--- src/rtl/ula_sequenciador.sv ---
// ALU control sequencer: IDLE -> LOAD_A -> LOAD_B -> EXEC(xN) -> WRITE -> DONE.
// Optional accumulator mode (operand A taken from the result register) is built with `define ULA_SEQ_ACC_EN.
//
// state    | meaning
// ---------+-----------------------------------------------------------
// IDLE     | waiting for start; no enables, busy low
// LOAD_A   | en_a for one cycle (skipped in accumulator mode)
// LOAD_B   | en_b for one cycle; loads the EXEC down-counter
// EXEC     | ALU settling, EXEC_CYCLES cycles
// WRITE    | en_res; flags_q and op_count update on the closing edge
// DONE     | one-cycle done pulse, then back to IDLE
module ula_sequenciador #(
  parameter int EXEC_CYCLES = 1
) (
  input  logic       clk,
  input  logic       reset_n,
  input  logic       start,
  input  logic       abort,
  input  logic [2:0] opcode,
  input  logic       use_acc,
  input  logic [3:0] alu_flags,
  output logic       en_a,
  output logic       en_b,
  output logic       en_res,
  output logic       mux_a_sel,
  output logic [2:0] op_q,
  output logic [3:0] flags_q,
  output logic       busy,
  output logic       done,
  output logic [7:0] op_count
);

  localparam logic [2:0] S_IDLE   = 3'd0;
  localparam logic [2:0] S_LOAD_A = 3'd1;
  localparam logic [2:0] S_LOAD_B = 3'd2;
  localparam logic [2:0] S_EXEC   = 3'd3;
  localparam logic [2:0] S_WRITE  = 3'd4;
  localparam logic [2:0] S_DONE   = 3'd5;

  localparam logic [3:0] EXEC_LAST = 4'(EXEC_CYCLES - 1);

  logic [2:0] state_q, state_d;
  logic [3:0] exec_cnt_q, exec_cnt_d;
  logic       acc_q, acc_d;
  logic [2:0] op_d;
  logic [3:0] flags_d;
  logic [7:0] count_d;
  logic       acc_req;

`ifdef ULA_SEQ_ACC_EN
  assign acc_req = use_acc;
`else
  logic unused_use_acc;
  assign unused_use_acc = use_acc;
  assign acc_req        = 1'b0;
`endif

  always_comb begin
    state_d    = state_q;
    exec_cnt_d = exec_cnt_q;
    acc_d      = acc_q;
    op_d       = op_q;
    flags_d    = flags_q;
    count_d    = op_count;
    // abort wins everywhere outside IDLE, so WRITE never commits flags/count
    if (abort && (state_q != S_IDLE)) begin
      state_d = S_IDLE;
    end else begin
      case (state_q)
        S_IDLE: begin
          if (start && !abort) begin
            op_d    = opcode;
            acc_d   = acc_req;
            state_d = acc_req ? S_LOAD_B : S_LOAD_A;
          end
        end
        S_LOAD_A: state_d = S_LOAD_B;
        S_LOAD_B: begin
          exec_cnt_d = EXEC_LAST;
          state_d    = S_EXEC;
        end
        S_EXEC: begin
          if (exec_cnt_q == 4'd0) state_d = S_WRITE;
          else                    exec_cnt_d = exec_cnt_q - 4'd1;
        end
        S_WRITE: begin
          flags_d = alu_flags;
          count_d = op_count + 8'd1;
          state_d = S_DONE;
        end
        S_DONE:  state_d = S_IDLE;
        default: state_d = S_IDLE;
      endcase
    end
  end

  always_ff @(posedge clk or negedge reset_n) begin
    if (!reset_n) begin
      state_q    <= S_IDLE;
      exec_cnt_q <= 4'd0;
      acc_q      <= 1'b0;
      op_q       <= 3'd0;
      flags_q    <= 4'd0;
      op_count   <= 8'd0;
    end else begin
      state_q    <= state_d;
      exec_cnt_q <= exec_cnt_d;
      acc_q      <= acc_d;
      op_q       <= op_d;
      flags_q    <= flags_d;
      op_count   <= count_d;
    end
  end

  assign en_a   = (state_q == S_LOAD_A);
  assign en_b   = (state_q == S_LOAD_B);
  assign en_res = (state_q == S_WRITE);
  assign done   = (state_q == S_DONE);
  assign busy   = (state_q != S_IDLE);

`ifdef ULA_SEQ_ACC_EN
  assign mux_a_sel = acc_q && ((state_q == S_LOAD_B) || (state_q == S_EXEC) ||
                               (state_q == S_WRITE));
`else
  assign mux_a_sel = 1'b0;
`endif

endmodule
--- config.mk ---
export PLATFORM = sky130hd
export DESIGN_NAME = ula_sequenciador
export DESIGN_NICKNAME = d
export VERILOG_FILES = /design/src/rtl/ula_sequenciador.sv
export SDC_FILE = /design/constraint.sdc
export NUM_CORES = 1
export LEC_CHECK = 0
export ABC_CLOCK_PERIOD_IN_PS = 2200
export CORE_ASPECT_RATIO = 0.8
export CORE_UTILIZATION = 45
export CTS_CLUSTER_SIZE = 16
export DETAILED_ROUTE_END_ITERATION = 8
export GPL_TIMING_DRIVEN = 0
export PLACE_DENSITY = 0.77
export SLEW_MARGIN = 20
export SYNTH_ARGS = -nofsm -noshare
export SYNTH_HDL_FRONTEND = slang
export SYNTH_SLANG_ARGS = --single-unit
--- constraint.sdc ---
create_clock -name clk -period 2.2 [get_ports clk]
set_input_delay 0.33 -clock clk [delete_from_list [all_inputs] [get_ports clk]]
set_output_delay 0.33 -clock clk [all_outputs]
set_load 0.02 [all_outputs]
==> parameters.txt, run 1 <==
Parameter                              Value

Drt
  Final WL    around 2200 um
  Post-route ant nets    0
  1st-pass router iterations    7
  DRC violation count after routing    2
  Vias per inst    around 5.2
  Final routed wire length divided by cell count    approximately 13 um
  DR iter-0 viols    16
  Vias post-DR    859

Power and ir drop
  Power Internal    slightly above 0.0008 W
  Share of total power in sequential cells    45.2%
  Switching portion of total power    between 30% and 40%
  Fraction of power consumed by the clock network    between 15 and 20%
  Worst VDD drop    between 0.6 and 0.7 mV
  Comb power frac    between 30% and 40%
  Pwr/cell area    869.7 nW/um^2
  Static leakage    about 0.7 nW
  Switching power total    between 0.0004 and 0.0005 W

Timing
  Final Hold Viols    0
  Achievable clock frequency    about 480 MHz
  Worst-case setup margin in the final layout    approximately 0.14 ns
  Max-slew violation count    0
  Final Hold Slack    about 0.48 ns
  Final TNS setup    0 ns
  Shortest clock period the worst path allows after layout    approximately 2.1 ns
  Headroom to the max-slew limit    36.42%
  Finish-stage setup viols    0
  Setup skew after layout    0.01072 ns
  Least-Margin Pin Slew    0.9507 ns
  Final worst path period share    about 94%
  Unrepaired setup endpoints after global routing    no

Clock network
  Root buffer cell    clkbuf_4
  H-Tree Level Count    1
  TritonCTS clock tree    built
  Bufs on Longest Clock Path    2
  Number of setup buffers added after CTS    0
  CTS hold repair buffers    0
  Clock transition at the register clock pins on the worst setup and hold paths after CTS    approximately 0.13 ns
  Cts bufs inserted    3
  Total clock sinks    22
  Worst-Skew Late Latency    0.31 ns

Place
  Detailed-placement wirelength estimate    approximately 1600 um
  Dpl ws    between 0.1 and 0.15 ns
  Port Buf Inserts    30
  Gp weighted congestion    around 0.78
  Post-placement cell area    1430 um^2
  Total placed cells including tap cells    between 150 and 200

Die
  Effective utilization at floorplan    49.19%
  Core Footprint    around 2200 um^2
  Overall die area    about 2600 um^2
  Std cell rows    15
  Chip width    57.24 um
  DIE HEIGHT    ~46 um
  Boundary Pins    33

Outcome
  Result of the run    finished with violations
  Violated checks    DRC

Yosys
  Avg Inst Size Synth    between 10 and 15 um^2
  Cell Area, Synth    between 1000 and 1500 um^2
  Count of state elements after synthesis    22
  Number of enable flip-flop cells after synthesis    0
  Post-synth top area cell    dfrtp_1
  Number of distinct library cell variants in the gate-level netlist after synthesis    35
  Proportion of netlist area held by the largest area contributor    50.11%
  Ys async rst share    100.0%
  Number of nets produced by synthesis    approximately 120
  Sequential fraction of the synthesis area    50.11%
  Total of warnings raised by yosys    0
  Leading post-synthesis cells by cell area    dfrtp_1, nand2_1, ha_1
  Post-synthesis instance total    around 110
  Top cells by count, synth    nand2_1, dfrtp_1, nor3_1, inv_1
  Primary flip-flop cell chosen by synthesis mapping    dfrtp_1
  Most numerous cell in the Yosys netlist    nand2_1

Final layout
  Antenna cells    0
  Layout Nets    ~160
  Area growth, synth to finish    32.35%
  Fraction of layout instances using a drive strength above 1    9.353%
  Total area of multi-input combinational cells    about 480 um^2
  Post-layout instance area    roughly 1500 um^2
  Flip-flop and latch area    between 500 and 600 um^2
  Final non-filler cell total    ~160
  Fillcell total    199

Setup path
  Critical path peak fanout    12
  CP arrival    1.73 ns
  Crit path capture type    output port
  Endpoint required time on the critical path    between 1.5 and 2 ns
  Critical Path Source Type    flip-flop
  Crit path kind    flip-flop to output port

GRT
  Vias in the first global route    just under 800
  Overall routing resource usage    18.73%
  Sum of overflow across all layers after global routing    0
  Initial antenna violation count    0
  Largest net degree at the start of global routing    23
  Wire length of the first global-routing pass    between 3000 and 4000 um

Run
  Count of maximum capacitance violations    0

Worst hold path
  Class of the tightest hold or removal check    flip-flop to flip-flop
state kept, by name, summed over array words and instances, names as in the netlist:
name and flops:
op_count 8, exec_cnt_q 4, flags_q 4, op_q 3, state_q 3
area by class of cell:
| cell class | count | share of cell area [%] |
|---|---|---|
| sequential | 22 | 37.87 |
| multi-input combinational | 74 | 33.30 |
| timing repair buffer | 30 | 20.57 |
| clock buffer | 4 | 2.496 |
| buffer | 4 | 2.324 |
| tap | 25 | 2.151 |
| inverter | 5 | 1.291 |
logic make-up (layout without fill, tap and decap cells):
family / after synthesis / in the layout / synth area share (%)
adders and majority gates: 3 / 3 / 3.417
xor gates and xnor gates: 7 / 7 / 5.581
muxes: 3 / 3 / 3.075
AOI/OAI and AO/OA: 10 / 10 / 6.721
and+or+nand+nor: 50 / 50 / 24.94
other: 1 / 1 / 0.3414
buffers and inverters: 12 / 43 / 5.809
DFF: 22 / 22 / 50.11
path summary, 6_finish.rpt:
path	from	to	slack [ns]	depth (start not counted)
min	op_count[7]	op_count[7]	0.48	1
max	state_q[1]	done	0.14	3
max reg2reg	exec_cnt_q[0]	exec_cnt_q[1]	0.29	5
min in group asynchronous	reset_n	exec_cnt_q[2]	0.53	1
min reg2reg	op_count[7]	op_count[7]	0.48	1
max in group asynchronous	reset_n	op_count[3]	1.08	1
worst max-delay path: stages, from the launching register on:
cell and delay, ns:
dfrtp_1 0.58, inv_1 0.12, and3_1 0.19, clkdlybuf4s50_1 0.53
power by group through the flow:
| stage | registers (W) | clock network [W] | logic (W) |
|---|---|---|---|
| finish | 0.000572 | 0.000223 | 0.000469 |
| global route | 0.000585 | 0.000248 | 0.000511 |
| CTS | 0.000570 | 0.000232 | 0.000475 |
| detailed placement | 0.000572 | 0 | 0.000487 |
| global placement | 0.000564 | 0 | 0.000467 |
| floorplan | 0.000618 | 0 | 0.000232 |
metal layers:
| layer | routed length [um] | GRT usage (%) | up-vias |
|---|---|---|---|
| li1 | - | - | 431 |
| met1 | 981 | 24.28 | 395 |
| met2 | 1028 | 31.06 | 29 |
| met3 | 131 | 6.180 | 4 |
| met4 | 23 | 4.390 | 0 |
| met5 | 0 | 0 | - |
timing repair:
action / 4_1_cts / 5_1_grt
endpoints found under the hold margin: 0 / 0
pin swaps: 0 / 0
endpoints found under the setup margin: 4 / 2
resized for setup: 3 / 1
per-stage QoR:
step                power [W]  util, %
floorplan           0.0008502        -
global placement     0.001031    64.03
detailed placement   0.001058    64.03
CTS                  0.001276    65.15
global route         0.001344    65.10
finish               0.001265    65.10
placed cells by master (no fill, tap or decap), drive strengths merged, types with 3 or more instances in the layout:
| cell | n |
|---|---|
| dfrtp | 22 |
| buf | 3 |
| and3 | 3 |
| inv | 5 |
| mux2 | 3 |
| clkbuf | 5 |
| nand2 | 24 |
| xnor2 | 4 |
| ha | 3 |
| xor2 | 3 |
| nor3 | 6 |
| dlygate4sd2 | 3 |
| nor4 | 3 |
| clkdlybuf4s50 | 26 |
Power figures use the tool's default switching activity.
==> run 2: changes to the inputs <==
Settings changed: CAP_MARGIN set to 40, CORE_MARGIN set to 1, SKIP_CTS_REPAIR_TIMING set to 1.
==> run 2 against run 1 <==
The run still ends with DRC left. Core utilization rose by 1.1 points. Worst hold slack got worse by 0.14 ns. Critical path depth rose by 1. Worst setup slack got worse by 0.032 ns. Sequential power barely moved. Power rose by 0.78%. Design area rose by 1.6%. Die area did not move. Global-route usage rose by 0.82 points. Critical path type unchanged. Largest power group unchanged.
==> parameters.txt, run 2 (synthesis results as in run 1) <==
Parameter                              Value

Die
  Std cell rows    15 (unchanged)
  Chip width    57.24 um (unchanged)
  Overall die area    2644 um^2 (unchanged)
  Boundary Pins    33 (unchanged)
  Effective utilization at floorplan    49.19% (unchanged)
  DIE HEIGHT    46.19 um (unchanged)
  Core Footprint    2233 um^2 (unchanged)

Clock network
  Root buffer cell    clkbuf_4 (unchanged)
  Clock transition at the register clock pins on the worst setup and hold paths after CTS    0.12 ns (was 0.13 ns)
  Bufs on Longest Clock Path    2 (unchanged)
  Total clock sinks    22 (unchanged)
  H-Tree Level Count    1 (unchanged)
  TritonCTS clock tree    built (unchanged)
  Cts bufs inserted    3 (unchanged)
  Worst-Skew Late Latency    0.31 ns (about the same)

Timing
  Finish-stage setup viols    0 (unchanged)
  Unrepaired setup endpoints after global routing    no (unchanged)
  Shortest clock period the worst path allows after layout    2.096 ns (was 2.065 ns)
  Achievable clock frequency    477.0 MHz (was 484.3 MHz)
  Least-Margin Pin Slew    0.8216 ns (was 0.9507 ns)
  Max-slew violation count    0 (unchanged)
  Final Hold Viols    0 (unchanged)
  Final worst path period share    95.29% (was 93.85%)
  Setup skew after layout    0.001905 ns (was 0.01072 ns)
  Final TNS setup    0 ns (unchanged)
  Headroom to the max-slew limit    45.11% (was 36.42%)

GRT
  Initial antenna violation count    0 (unchanged)
  Wire length of the first global-routing pass    3726 um (was 3615 um)
  Overall routing resource usage    19.55% (was 18.73%)
  Sum of overflow across all layers after global routing    0 (unchanged)
  Largest net degree at the start of global routing    14 (was 23)
  Vias in the first global route    805 (was 790)

Drt
  DR iter-0 viols    20 (was 16)
  Final routed wire length divided by cell count    13.53 um (was 13.20 um)
  Final WL    2232 um (was 2165 um)
  DRC violation count after routing    4 (was 2)
  Vias per inst    5.261 (was 5.238)
  Post-route ant nets    0 (unchanged)
  Vias post-DR    868 (was 859)
  1st-pass router iterations    6 (was 7)

Power and ir drop
  Share of total power in sequential cells    44.7% (was 45.2%)
  Pwr/cell area    862.4 nW/um^2 (was 869.7 nW/um^2)
  Power Internal    0.0008225 W (was 0.0008166 W)
  Switching portion of total power    35.46% (was 35.42%)
  Switching power total    0.0004519 W (was 0.0004479 W)
  Worst VDD drop    0.6235 mV (was 0.6055 mV)
  Comb power frac    37.6% (was 37.1%)
  Static leakage    0.7247 nW (was 0.6971 nW)
  Fraction of power consumed by the clock network    17.7% (about the same)

Place
  Detailed-placement wirelength estimate    1728 um (was 1643 um)
  Gp weighted congestion    0.7760 (unchanged)
  Port Buf Inserts    30 (unchanged)

Final layout
  Largest registers    op_count (8), exec_cnt_q (4), flags_q (4) (unchanged)
  Largest register by flop count    op_count (unchanged)
  Area growth, synth to finish    34.51% (was 32.35%)
  Flip-flop count of the largest register, all copies and words added    8 (unchanged)
  Fraction of layout instances using a drive strength above 1    10.00% (was 9.353%)
  Layout Nets    156 (was 155)
  Highest-count cells in the layout ignoring fill and taps    clkdlybuf4s50_1, nand2_1, dfrtp_1, nor3_1, inv_1 (unchanged)
  Antenna cells    0 (unchanged)
  Final core utilization    66.16% (was 65.10%)
  Fillcell total    203 (was 199)
  Leading cell type in the layout, fill and taps excluded    clkdlybuf4s50_1 (unchanged)

Worst hold path
  Class of the tightest hold or removal check    primary input to asynchronous set/reset pin (was flip-flop to flip-flop)

Setup path
  CP arrival    1.77 ns (was 1.73 ns)
  Number of buffers and inverters on the critical path    3 (was 2)
  Cell with the biggest individual delay on the critical path    clkdlybuf4s50_1 (was dfrtp_1)
  Critical path peak fanout    17 (was 12)
  End of the worst register-to-register path    exec_cnt_q[1] (unchanged)
  Source of the worst register-to-register timing path    exec_cnt_q[0] (unchanged)
  Endpoint required time on the critical path    1.87 ns (about the same)
  Critical Path Source Type    flip-flop (unchanged)
  Worst setup path start    state_q[0] (was state_q[1])
  Sequence of cells on the critical path    buf_6 > inv_1 > nor3_1 > clkdlybuf4s50_1 (was inv_1 > and3_1 > clkdlybuf4s50_1)
  Crit path capture type    output port (unchanged)
  Register-to-register setup slack    0.27 ns (was 0.29 ns)
  Maximum cell stage delay along the critical path    0.65 ns (was 0.58 ns)
  Crit path kind    flip-flop to output port (unchanged)
  Reg2Reg Depth    5 (unchanged)
  Cell type group with the largest total delay on the critical path    buffers and inverters (unchanged)

Outcome
  Result of the run    finished with violations (unchanged)
  Violated checks    DRC (unchanged)

Run
  Count of maximum capacitance violations    0 (unchanged)
run 2: through the flow:
stage / total power, W / worst slack, ns / hold slack, ns / cells / cell area (um^2)
2_1_floorplan: 0.0008502 / 0.5597 / 0.03441 / 108 / 1099
3_3_place_gp: 0.001031 / 0.1195 / 0.4570 / 163 / 1430
3_5_place_dp: 0.001061 / 0.09759 / 0.4618 / 164 / 1445
4_1_cts: 0.001292 / -0.1276 / 0.3479 / 168 / 1481
5_1_grt: 0.001353 / 0.01752 / 0.3602 / 165 / 1478
6_report: 0.001274 / 0.1037 / 0.3416 / 165 / 1478
run 2: metal layers:
| metal | wire length, um | global-route usage, % | vias to the layer above |
|---|---|---|---|
| met5 | 0 | 0 | - |
| met4 | 19 | 5.854 | 0 |
| met3 | 128 | 6.461 | 2 |
| met2 | 1082 | 32.94 | 25 |
| met1 | 1001 | 24.42 | 405 |
| li1 | - | - | 436 |
run 2: worst max path at each step:
stage	to	slack (ns)	depth (start not counted)
final	en_a	0.10	4
after global routing	en_a	0.02	4
after CTS	en_res	-0.13	6
after detailed placement	exec_cnt_q[0]	0.1	5
after global placement	exec_cnt_q[0]	0.12	5
after floorplan	op_count[7]	0.56	5
run 2: power by group through the flow:
| stage | sequential (W) | combinational (W) | clock, W |
|---|---|---|---|
| 4_1_cts | 0.000562 | 0.000494 | 0.000235 |
| 6_report | 0.000569 | 0.000479 | 0.000226 |
| 5_1_grt | 0.000583 | 0.000523 | 0.000246 |
| 3_5_place_dp | 0.000570 | 0.000491 | 0 |
| 3_3_place_gp | 0.000564 | 0.000467 | 0 |
| 2_1_floorplan | 0.000618 | 0.000232 | 0 |
run 2: cell type report:
| cell class | instances | area [um^2] | share of cell area (%) |
|---|---|---|---|
| plain buffers | 4 | 33.78 | 2.286 |
| clock buffers | 4 | 36.28 | 2.456 |
| inverters | 5 | 18.77 | 1.270 |
| multi-input cells | 74 | 484.2 | 32.77 |
| flip-flops and latches | 22 | 550.5 | 37.26 |
| well taps | 25 | 31.28 | 2.117 |
| repair buffers | 31 | 322.8 | 21.85 |
run 2: worst reg2reg max path, stage by stage, from the launching register on:
cell,delay [ns]
dfrtp_1,0.44
inv_1,0.10
ha_1,0.17
nor3b_1,0.68
nor3_1,0.12
a221o_1,0.32
==> run 3: changes to the inputs <==
Settings changed: ABC_CLOCK_PERIOD_IN_PS 2200 to 2370.
Clock period 2.2 ns to 2.37 ns, I/O delays scaled along.
==> run 3 against run 2 <==
The flow still finishes with violations (DRC). Critical path type unchanged. Worst setup slack better by 0.095 ns. Die area stayed put. Highest routed layer unchanged. Clock skew is 0.0012 ns higher. Largest cell class unchanged. Non-clock buffer count is 1 higher. Count of clock-buffer cells in the layout stayed put. Clock power is 8% lower.
==> parameters.txt, run 3 (synthesis results as in run 1) <==
Parameter                              Value

Outcome
  Violated checks    DRC (unchanged)
  Result of the run    finished with violations (unchanged)

Drt
  DRC violation count after routing    4 (unchanged)
  Post-route ant nets    0 (unchanged)
  Final routed wire length divided by cell count    13.45 um (was 13.53 um)
  1st-pass router iterations    6 (unchanged)
  Final WL    2232 um (unchanged)
  Vias post-DR    875 (was 868)
  Vias per inst    5.271 (was 5.261)
  DR iter-0 viols    19 (was 20)

Die
  Effective utilization at floorplan    49.19% (unchanged)
  Overall die area    2644 um^2 (unchanged)
  Core Footprint    2233 um^2 (unchanged)
  DIE HEIGHT    46.19 um (unchanged)
  Chip width    57.24 um (unchanged)
  Std cell rows    15 (unchanged)
  Boundary Pins    33 (unchanged)

Power and ir drop
  Pwr/cell area    800.1 nW/um^2 (was 862.4 nW/um^2)
  Pwr Total    0.001183 W (was 0.001274 W)
  Worst VDD drop    0.5776 mV (was 0.6235 mV)
  Switching power total    0.0004190 W (was 0.0004519 W)
  Power Internal    0.0007643 W (was 0.0008225 W)
  Comb power frac    37.8% (was 37.6%)
  Switching portion of total power    35.41% (was 35.46%)
  Share of total power in sequential cells    44.6% (was 44.7%)
  Static leakage    0.7098 nW (was 0.7247 nW)
  Fraction of power consumed by the clock network    17.7% (about the same)

Clock network
  Worst-Skew Late Latency    0.31 ns (about the same)
  H-Tree Level Count    1 (unchanged)
  Bufs on Longest Clock Path    2 (unchanged)
  Root buffer cell    clkbuf_4 (unchanged)
  Clock transition at the register clock pins on the worst setup and hold paths after CTS    0.12 ns (about the same)
  Cts bufs inserted    3 (unchanged)
  TritonCTS clock tree    built (unchanged)
  Total clock sinks    22 (unchanged)

Timing
  Headroom to the max-slew limit    45.76% (was 45.11%)
  Least-Margin Pin Slew    0.8119 ns (was 0.8216 ns)
  Final Hold Viols    0 (unchanged)
  Final worst path period share    just over 90%
  Shortest clock period the worst path allows after layout    about 2.2 ns
  Unrepaired setup endpoints after global routing    no (unchanged)
  Setup skew after layout    0.003095 ns (was 0.001905 ns)
  Final TNS setup    0 ns (unchanged)
  Achievable clock frequency    ~460 MHz
  Max-slew violation count    0 (unchanged)
  Finish-stage setup viols    0 (unchanged)

Place
  Gp weighted congestion    0.7760 (unchanged)
  Detailed-placement wirelength estimate    1728 um (unchanged)
  Port Buf Inserts    30 (unchanged)

Setup path
  Crit path capture type    output port (unchanged)
  Cell with the biggest individual delay on the critical path    clkdlybuf4s50_1 (unchanged)
  Endpoint required time on the critical path    2.01 ns (was 1.87 ns)
  Source of the worst register-to-register timing path    exec_cnt_q[0] (unchanged)
  Worst setup path start    state_q[2] (was state_q[0])
  Sequence of cells on the critical path    clkbuf_1 > nor3_1 > clkdlybuf4s50_1 (was buf_6 > inv_1 > nor3_1 > clkdlybuf4s50_1)
  Cell type group with the largest total delay on the critical path    buffers and inverters (unchanged)
  Maximum cell stage delay along the critical path    0.65 ns (about the same)
  CP arrival    1.82 ns (was 1.77 ns)
  Number of buffers and inverters on the critical path    2 (was 3)
  Critical Path Source Type    flip-flop (unchanged)
  Crit path kind    flip-flop to output port (unchanged)
  Critical path peak fanout    10 (was 17)

GRT
  Met1 routing resource usage after global routing    24.42% (unchanged)
  Initial antenna violation count    0 (unchanged)
  Top Usage Layer GRT    met2 (unchanged)
  Largest net degree at the start of global routing    14 (unchanged)
  Overall routing resource usage    19.55% (unchanged)
  Wire length of the first global-routing pass    3726 um (unchanged)
  Vias in the first global route    805 (unchanged)
  Sum of overflow across all layers after global routing    0 (unchanged)
  Met3 track demand over resource    6.461% (unchanged)
  Global-route track usage on met2    32.94% (unchanged)

Final layout
  Highest-count cells in the layout ignoring fill and taps    clkdlybuf4s50_1, nand2_1, dfrtp_1, nor3_1, inv_1 (unchanged)
  Flip-flop count of the largest register, all copies and words added    8 (unchanged)
  Fillcell total    200 (was 203)
  Fraction of layout instances using a drive strength above 1    9.929% (was 10.00%)
  Antenna cells    0 (unchanged)
  Total area of multi-input combinational cells    484.2 um^2 (unchanged)
  Area growth, synth to finish    34.62% (was 34.51%)
  Leading cell type in the layout, fill and taps excluded    clkdlybuf4s50_1 (unchanged)
  Flip-flop and latch area    550.5 um^2 (unchanged)
  Largest registers    op_count (8), exec_cnt_q (4), flags_q (4) (unchanged)
  Layout Nets    157 (was 156)
  Largest register by flop count    op_count (unchanged)

Run
  Count of maximum capacitance violations    0 (unchanged)

Worst hold path
  Class of the tightest hold or removal check    primary input to asynchronous set/reset pin (unchanged)
## run 3: cell type report
class,instances,area share (%)
Clock buffer,4,2.453
Multi-Input combinational cell,74,32.74
Sequential cell,22,37.23
Inverter,5,1.269
Buffer,5,2.538
Timing Repair Buffer,31,21.66
Tap cell,25,2.115
## run 3: stage by stage
stage / hold slack (ns) / util, % / worst slack, ns / instance area (um^2) / instances
6_report: 0.3689 / 66.22 / 0.1983 / 1479 / 166
5_1_grt: 0.3857 / 66.22 / 0.06657 / 1479 / 166
4_1_cts: 0.3734 / 66.33 / 0.01690 / 1481 / 168
3_5_place_dp: 0.4618 / 64.71 / 0.2421 / 1445 / 164
3_3_place_gp: 0.4570 / 64.03 / 0.2640 / 1430 / 163
2_1_floorplan: 0.05991 / - / 0.7297 / 1099 / 108
## run 3: path summary, 6_finish.rpt
| check | slack [ns] | cells after the start | endpoint |
|---|---|---|---|
| worst min-delay path | 0.37 | 1 | op_count[7] |
| worst max-delay path | 0.20 | 3 | en_a |
| max in group asynchronous | 1.54 | 2 | exec_cnt_q[1] |
| worst max register to register | 0.45 | 5 | exec_cnt_q[1] |
| min in group clk | 0.47 | 1 | op_count[7] |
| worst min register to register | 0.47 | 1 | op_count[7] |
## run 3: power by group through the flow
stage / Combinational (W) / Sequential, W / Clock (W)
3_3_place_gp: 0.000433 / 0.000524 / 0
3_5_place_dp: 0.000456 / 0.000529 / 0
5_1_grt: 0.000488 / 0.000540 / 0.000229
2_1_floorplan: 0.000215 / 0.000574 / 0
6_report: 0.000447 / 0.000527 / 0.000209
4_1_cts: 0.000459 / 0.000522 / 0.000218
## run 3: layer usage
layer  up-vias  part of all wire (%)
met5         -                     0
met2        27                    48
met1       407                    45
met3         2                   6.2
met4         0                  0.85
li1        439                     -
